==> config.mk <==
export PLATFORM = sky130hd
export DESIGN_NAME = fwd_hazard_sb
export DESIGN_NICKNAME = d
export VERILOG_FILES = /design/src/rtl/fwd_hazard_sb.sv
export SDC_FILE = /design/constraint.sdc
export NUM_CORES = 1
export LEC_CHECK = 0
export CELL_PAD_IN_SITES_DETAIL_PLACEMENT = 1
export CELL_PAD_IN_SITES_GLOBAL_PLACEMENT = 1
export CORE_ASPECT_RATIO = 0.6
export CORE_MARGIN = 4
export CORE_UTILIZATION = 31
export CTS_BUF_LIST = sky130_fd_sc_hd__clkbuf_4 sky130_fd_sc_hd__clkbuf_8
export DETAILED_ROUTE_END_ITERATION = 6
export PLACE_DENSITY = 0.68
export RECOVER_POWER = 100
export SLEW_MARGIN = 0
export SYNTH_ARGS = -nofsm -noshare
export SYNTH_HDL_FRONTEND = slang
export SYNTH_SLANG_ARGS = --single-unit
export TNS_END_PERCENT = 50
==> constraint.sdc <==
create_clock -name clk -period 5.2 [get_ports clk]
set_input_delay 1.04 -clock clk [delete_from_list [all_inputs] [get_ports clk]]
set_output_delay 1.04 -clock clk [all_outputs]
set_load 0.01 [all_outputs]
==> src/rtl/fwd_hazard_sb.sv <==
// fwd_hazard_sb: EX forwarding selects, ID load-use detection and a
// scoreboard of missed-load destinations. Optional macro: HAZ_STATS_EN.
module fwd_hazard_sb #(
  parameter int RA_W    = 5,
  parameter int MAX_OUT = 4,
  parameter int CNT_W   = 3
) (
  input  logic            clk,
  input  logic            rst_n,
  input  logic            ID_valid,
  input  logic [RA_W-1:0] ID_Rs,
  input  logic [RA_W-1:0] ID_Rt,
  input  logic            ID_use_Rt,
  input  logic [RA_W-1:0] EX_Rs,
  input  logic [RA_W-1:0] EX_Rt,
  input  logic            EX_MemRead,
  input  logic [RA_W-1:0] EX_WR,
  input  logic            M_RegWrite,
  input  logic [RA_W-1:0] M_WR_out,
  input  logic            M_load_miss,
  input  logic            WB_RegWrite,
  input  logic [RA_W-1:0] WB_WR_out,
  input  logic            fill_valid,
  input  logic [RA_W-1:0] fill_WR,
  output logic [1:0]      fwd_rs,
  output logic [1:0]      fwd_rt,
  output logic            stall_id,
  output logic            hold_ex,
  output logic            sb_full,
  output logic            sb_err
`ifdef HAZ_STATS_EN
  ,
  output logic [15:0]     stat_lu,
  output logic [15:0]     stat_sb,
  output logic [15:0]     stat_fwd
`endif
);

  localparam int NREG = 2 ** RA_W;

  logic [NREG-1:0]  pending;
  logic [NREG-1:0]  pending_nx;
  logic [CNT_W-1:0] count;
  logic [CNT_W-1:0] count_nx;
  logic             err_nx;

  logic m_fwd_ok;
  logic wb_fwd_ok;
  logic lu;
  logic sb_id;
  logic ex_rs_haz;
  logic ex_rt_haz;
  logic set;
  logic clr;
  logic same;
  logic set_acc;

  assign sb_full = (count == CNT_W'(MAX_OUT));

  // Forward selects: M beats WB; a missed load in M has no data yet.
  always_comb begin
    m_fwd_ok  = M_RegWrite && (M_WR_out != '0) && !M_load_miss;
    wb_fwd_ok = WB_RegWrite && (WB_WR_out != '0);
    fwd_rs = 2'b00;
    fwd_rt = 2'b00;
    if (m_fwd_ok && (M_WR_out == EX_Rs))
      fwd_rs = 2'b01;
    else if (wb_fwd_ok && (WB_WR_out == EX_Rs))
      fwd_rs = 2'b10;
    if (m_fwd_ok && (M_WR_out == EX_Rt))
      fwd_rt = 2'b01;
    else if (wb_fwd_ok && (WB_WR_out == EX_Rt))
      fwd_rt = 2'b10;
  end

  // Hazard detection at ID and EX; any EX hold also freezes ID.
  always_comb begin
    lu = ID_valid && EX_MemRead && (EX_WR != '0)
      && ((EX_WR == ID_Rs) || (ID_use_Rt && (EX_WR == ID_Rt)));
    sb_id = ID_valid
      && (((ID_Rs != '0) && pending[ID_Rs])
      || (ID_use_Rt && (ID_Rt != '0) && pending[ID_Rt]));
    ex_rs_haz = (EX_Rs != '0)
      && ((M_load_miss && (M_WR_out == EX_Rs)) || pending[EX_Rs]);
    ex_rt_haz = (EX_Rt != '0)
      && ((M_load_miss && (M_WR_out == EX_Rt)) || pending[EX_Rt]);
    hold_ex  = ex_rs_haz || ex_rt_haz;
    stall_id = lu || sb_id || hold_ex;
  end

  // Scoreboard next state: clear first so a same-register set wins.
  always_comb begin
    set  = M_load_miss && (M_WR_out != '0);
    clr  = fill_valid && (fill_WR != '0) && pending[fill_WR];
    same = clr && (fill_WR == M_WR_out);
    set_acc = set && (!pending[M_WR_out] || same)
      && (!sb_full || clr);
    pending_nx = pending;
    if (clr)
      pending_nx[fill_WR] = 1'b0;
    if (set_acc)
      pending_nx[M_WR_out] = 1'b1;
    count_nx = count + CNT_W'(set_acc) - CNT_W'(clr);
    err_nx = sb_err;
    if ((set && !set_acc) || (fill_valid && !clr))
      err_nx = 1'b1;
  end

  // Scoreboard state registers.
  always_ff @(posedge clk or negedge rst_n) begin
    if (!rst_n) begin
      pending <= '0;
      count   <= '0;
      sb_err  <= 1'b0;
    end else begin
      pending <= pending_nx;
      count   <= count_nx;
      sb_err  <= err_nx;
    end
  end

`ifdef HAZ_STATS_EN
  // Saturating hazard/forward event counters.
  always_ff @(posedge clk or negedge rst_n) begin
    if (!rst_n) begin
      stat_lu  <= '0;
      stat_sb  <= '0;
      stat_fwd <= '0;
    end else begin
      if (lu && (stat_lu != 16'hFFFF))
        stat_lu <= stat_lu + 16'd1;
      if ((sb_id || hold_ex) && (stat_sb != 16'hFFFF))
        stat_sb <= stat_sb + 16'd1;
      if (((fwd_rs != 2'b00) || (fwd_rt != 2'b00))
          && (stat_fwd != 16'hFFFF))
        stat_fwd <= stat_fwd + 16'd1;
    end
  end
`endif

endmodule

**Word level (Yosys, flattened, before mapping)**

Cells that the tools add are included.

- Equality and inequality tests: 8
- Reductions and logical operators: 52
- Magnitude comparators: 8
- Multiplexer cells: 22
- Add/subtract/negate cells: 2
- Bitwise gates (word level): 3

Operators with widths:

| kind | count |
|---|---|
| $mux 32 | 2 |
| $reduce_bool 5->1 | 8 |
| $lt 5x6->1 const B | 6 |
| $eq 5x5->1 | 7 |
| $and 32x32->32 | 1 |
| $not 32->32 | 1 |
| $or 32x32->32 | 1 |
| $bmux 1 s5 | 6 |
| $logic_and 1x1->1 | 29 |
| $demux 1 s5 | 2 |
| $ge 5x1->1 const B | 2 |
| $logic_or 1x1->1 | 10 |
| $mux 1 | 8 |
| $mux 2 | 4 |
| $logic_not 1->1 | 5 |
| $add 3x1->3 | 1 |
| $eq 3x3->1 const B | 1 |
| $sub 3x1->3 | 1 |

- Output and inout port bits: 8
- Register bits: 36

**Depth between registers and ports, before layout**

Gate-level depths: netlist of run 1.

- Depth in word-level cells: 10
- Mapped depth: 15
- Mapped depth without buffers: 12

**Worst setup path after synthesis of run 1**

Ideal clock, no wire load.

- Path type: input to output
- Start point: in ID_Rt[0]
- End point: out stall_id
- Cell stages on the path: 6
- Slack: 1.313 ns
- Path buffers: 1
- Arrival time: 2.847 ns
- Cell sequence: buf_1 -> mux4_2 -> mux4_2 -> a32oi_1 -> nand3_1 -> a21o_1

- Word-level cells in the longest chain between the ends: 7
- Elaborated cells between the ends (all ways): 13
- Classes of those cells: eq/ne: 1; mux: 2; reduce/logical: 10

Ends and longest elaborated chain:

| element | line | RTL |
|---|---|---|
| start: declaration | 12 | `input logic [RA_W-1:0] ID_Rt,` |
| $bmux 1 s5 / $reduce_bool 5->1 (equally long branches) | 82 | `\|\| (ID_use_Rt && (ID_Rt != '0) && pending[ID_Rt]));` |
| $mux 1 (implied by the code) / $logic_and 1x1->1 (equally long branches) | 82 |  |
| $logic_and 1x1->1 | 82 |  |
| $logic_or 1x1->1 | 82 |  |
| $logic_and 1x1->1 | 81 | `&& (((ID_Rs != '0) && pending[ID_Rs])` |
| $logic_or 1x1->1 * (2 in a row) | 88 | `stall_id = lu \|\| sb_id \|\| hold_ex;` |
| end: declaration | 27 | `output logic stall_id,` |

Every way passes the cells marked *; elsewhere a longest branch is shown, timed or not. The select of a mux whose other input is x is not followed.

**Final worst setup path of run 1**

- Start point: in EX_Rt[0]
- End point: out stall_id

- Word-level cells in the longest chain between the ends: 6
- Elaborated cells between the ends (all ways): 9
- Classes of those cells: eq/ne: 1; mux: 2; reduce/logical: 6

Ends and longest elaborated chain:

| element | line | RTL |
|---|---|---|
| start: declaration | 15 | `input logic [RA_W-1:0] EX_Rt,` |
| $bmux 1 s5 / $eq 5x5->1 (equally long branches) | 86 | `&& ((M_load_miss && (M_WR_out == EX_Rt)) \|\| pending[EX_Rt]);` |
| $mux 1 (implied by the code) / $logic_and 1x1->1 (equally long branches) | 86 |  |
| $logic_or 1x1->1 | 86 |  |
| $logic_and 1x1->1 * | 86 |  |
| $logic_or 1x1->1 * | 87 | `hold_ex = ex_rs_haz \|\| ex_rt_haz;` |
| $logic_or 1x1->1 * | 88 |  |

Marks and branches as above.

==> impl_metrics.json, run 1 <==
{
  "p_switching_uw": 457,
  "synth_cell_types": 56,
  "firstDrtPassIters": 5,
  "grt_overflow_total": 0,
  "finalSetupViolations": 0,
  "clock_skew_ns": 0.00921,
  "cts_buffers": 5,
  "grtUsageTotal": 0.217,
  "coreArea_mm2": 0.0121,
  "swShare": 0.404,
  "port_buffers": 56,
  "clk_pin_slew_ns": 0.08,
  "ys_warn_count": 0,
  "rrSetupSlack_ns": 2.11,
  "synth.largest_area_cell": "dfrtp_1",
  "drive_above_1_share": 0.146,
  "cts.sinks": 36,
  "synth_edf_count": 0,
  "clock_latency_ns": 0.30,
  "synth-seq-cells": 36,
  "wirelength_um": 15500,
  "dp_hpwl_um": 11600,
  "maxCapViolCount": 1,
  "crit_type": "input port to primary output",
  "die_area_mm2": 0.0143,
  "grt_first_pass_wirelength_um": 24300,
  "grt_start_max_net_pins": 37,
  "synth_seq_area_share": 0.234,
  "post_cts_resized": 0,
  "cts_tree": "built",
  "finalNonFillerCells": 611,
  "required_ns": 4.16,
  "vdd_ir_drop_max_mv": 0.114,
  "pwr-share-clk": 0.194,
  "die_y_um": 94.3,
  "crit_fanout": 7,
  "htreeDepth": 2,
  "end_kind": "primary output",
  "grt_setup_unrepaired": "no",
  "cts_hold_buffers": 0,
  "timing.final.crit_share": 0.946,
  "fin_nets": 496,
  "async_reset_ff_frac": 1.00,
  "synth_fp_nets": 447,
  "syn_area_mm2": 0.00385,
  "synth_top_area_share": 0.234,
  "seq_power_share": 0.414,
  "hold_viol_final": 0,
  "grt_pass1_vias": 4022,
  "setup_tns_ns": 0,
  "antenna_found_initial": 0,
  "p_leak_uw": 0.00177,
  "power.density_mw_per_mm2": 242,
  "ys_top_cells_by_area": "dfrtp_1 23%, mux4_2 17%, mux2i_1 12%, xor2_1 5.7%, o21ai_1 5.1%",
  "period_minus_slack_ns": 4.92,
  "initial_core_util": 0.318,
  "cp_data_arrival_time_ns": 3.88,
  "syn_area_per_cell_um2": 9.73,
  "min_path_type": "register to register",
  "ant_nets": 0,
  "drtIter0Drc": 450,
  "cts_buffer_depth": 2,
  "tightest_slew_ns": 2.08,
  "p_int_uw": 675,
  "yosys_most_used_dff": "dfrtp_1",
  "combPwrFrac": 0.392,
  "syn_inst": 396,
  "cts_setup_buffers": 0,
  "io_pins": 57,
  "placementRows": 31,
  "fmax_ghz": 0.203,
  "cts-root-buf": "clkbuf_8",
  "vias": 3822,
  "route.detailed.wl_per_inst_um": 25.4,
  "via_per_inst": 6.26,
  "maxSlewViolCount": 37,
  "post-route-drc-count": 0,
  "outcome": "finished with violations",
  "die_x_um": 152,
  "placedCellCount": 603,
  "diodes": 0,
  "start_kind": "input port",
  "area_delta_synth_final_pct": 21.6,
  "violations": "max-capacitance violations, max-slew violations",
  "place_congestion": 0.901,
  "slew_headroom": -0.383
}
==> power by group through the flow <==
stage               Sequential, uW  Clock [uW]  Combinational (uW)
detailed placement             462           0                 449
global route                   468         237                 489
CTS                            457         225                 452
global placement               460           0                 432
floorplan                      393           0                 307
finish                         468         220                 444
==> layer usage <==
layer,routed length [um],vias up,global-route usage
met4,126,0,0.0239
met2,6450,210,0.316
li1,-,1648,-
met1,7210,1946,0.328
met3,1750,18,0.0646
met5,0,-,0
==> area by class of cell <==
class	instances	area, um2
fillers	1386	7420
multi-input cells	316	2740
flip-flops and latches	36	901
repair buffers	76	703
well taps	165	206
clock buffers	6	82.6
inverters	10	37.5
clock inverters	2	10.0
==> worst max-delay path, cell delays in order <==
cell	delay, ns
dlygate4sd3_1	0.76
buf_4	0.23
mux4_2	0.51
mux2i_1	0.15
mux2_2	0.17
nand2_1	0.06
a22oi_1	0.20
o21ai_1	0.11
a21o_1	0.16
clkdlybuf4s50_1	0.48
==> stage by stage <==
stage / worst slack (ns) / instance area (um2) / power [uW] / hold slack, ns / utilization
global route: 0.0813 / 4680 / 1190 / 0.526 / 0.387
detailed placement: 0.295 / 4620 / 911 / 0.481 / 0.382
CTS: 0.300 / 4710 / 1130 / 0.500 / 0.389
finish: 0.283 / 4680 / 1130 / 0.483 / 0.387
floorplan: 1.31 / 3850 / 699 / 0.479 / -
global placement: 0.365 / 4620 / 891 / 0.471 / 0.382
==> registers in the layout, summed over array words and instances (netlist names) <==
name     cells
count        3
pending     32
sb_err       1
==> worst paths after layout <==
check | from | cells after the start | to
worst max-delay path | EX_Rt[0] | 10 | stall_id
worst min-delay path | sb_err | 2 | sb_err
worst max register to register | pending[27] | 11 | count[2]
worst min register to register | sb_err | 2 | sb_err
max in group asynchronous | rst_n | 2 | pending[14]
min in group asynchronous | rst_n | 2 | pending[26]
==> synth_stat cells, types with 4 or more instances <==
cell type and instances:
o21ai_0 16, xnor2_1 12, nand2b_1 5, mux4_2 29, inv_1 10, nor2_1 8
nand3b_1 9, buf_2 13, or4_1 6, a21oi_1 4, clkbuf_1 13, o22ai_1 8
xor2_1 25, dfrtp_1 36, o31ai_1 21, nand3_1 12, o221ai_1 4, nand2_1 12
nor4_1 7, mux2i_1 48, buf_1 7, o21ai_1 39, nor3_1 7
==> cell usage in the layout, fill, tap and decap left out, types with 8 or more instances in the layout <==
cell             count
o21ai_0             45
o31ai_1             21
mux4_2              29
xor2_1              25
o21ai_1             10
dfrtp_1             36
xnor2_1             12
nand2_1             12
clkdlybuf4s50_1     50
inv_1               10
buf_4               18
nor2_1               8
nand3_1             12
mux2i_1             48
o22ai_1              8
nand3b_1             9
==> cell families (layout without fill, tap and decap cells) <==
group | after synthesis | count (layout) | synth area share
multiplexers | 80 | 80 | 0.303
AND/OR/NAND/NOR | 86 | 86 | 0.137
XOR/XNOR | 37 | 37 | 0.0841
AO/OA/AOI/OAI | 111 | 111 | 0.184
adder cells (fa/ha/maj) | 2 | 2 | 0.00845
flip-flops | 36 | 36 | 0.234
buffers and inverters | 44 | 94 | 0.0491
(Power assumes the default switching activity.)
==> inputs of run 2 (changes only) <==
Settings changed: CAP_MARGIN from default to 15.
==> results of run 2 <==
The final DEF is identical to that of run 1; final timing and power are the same.
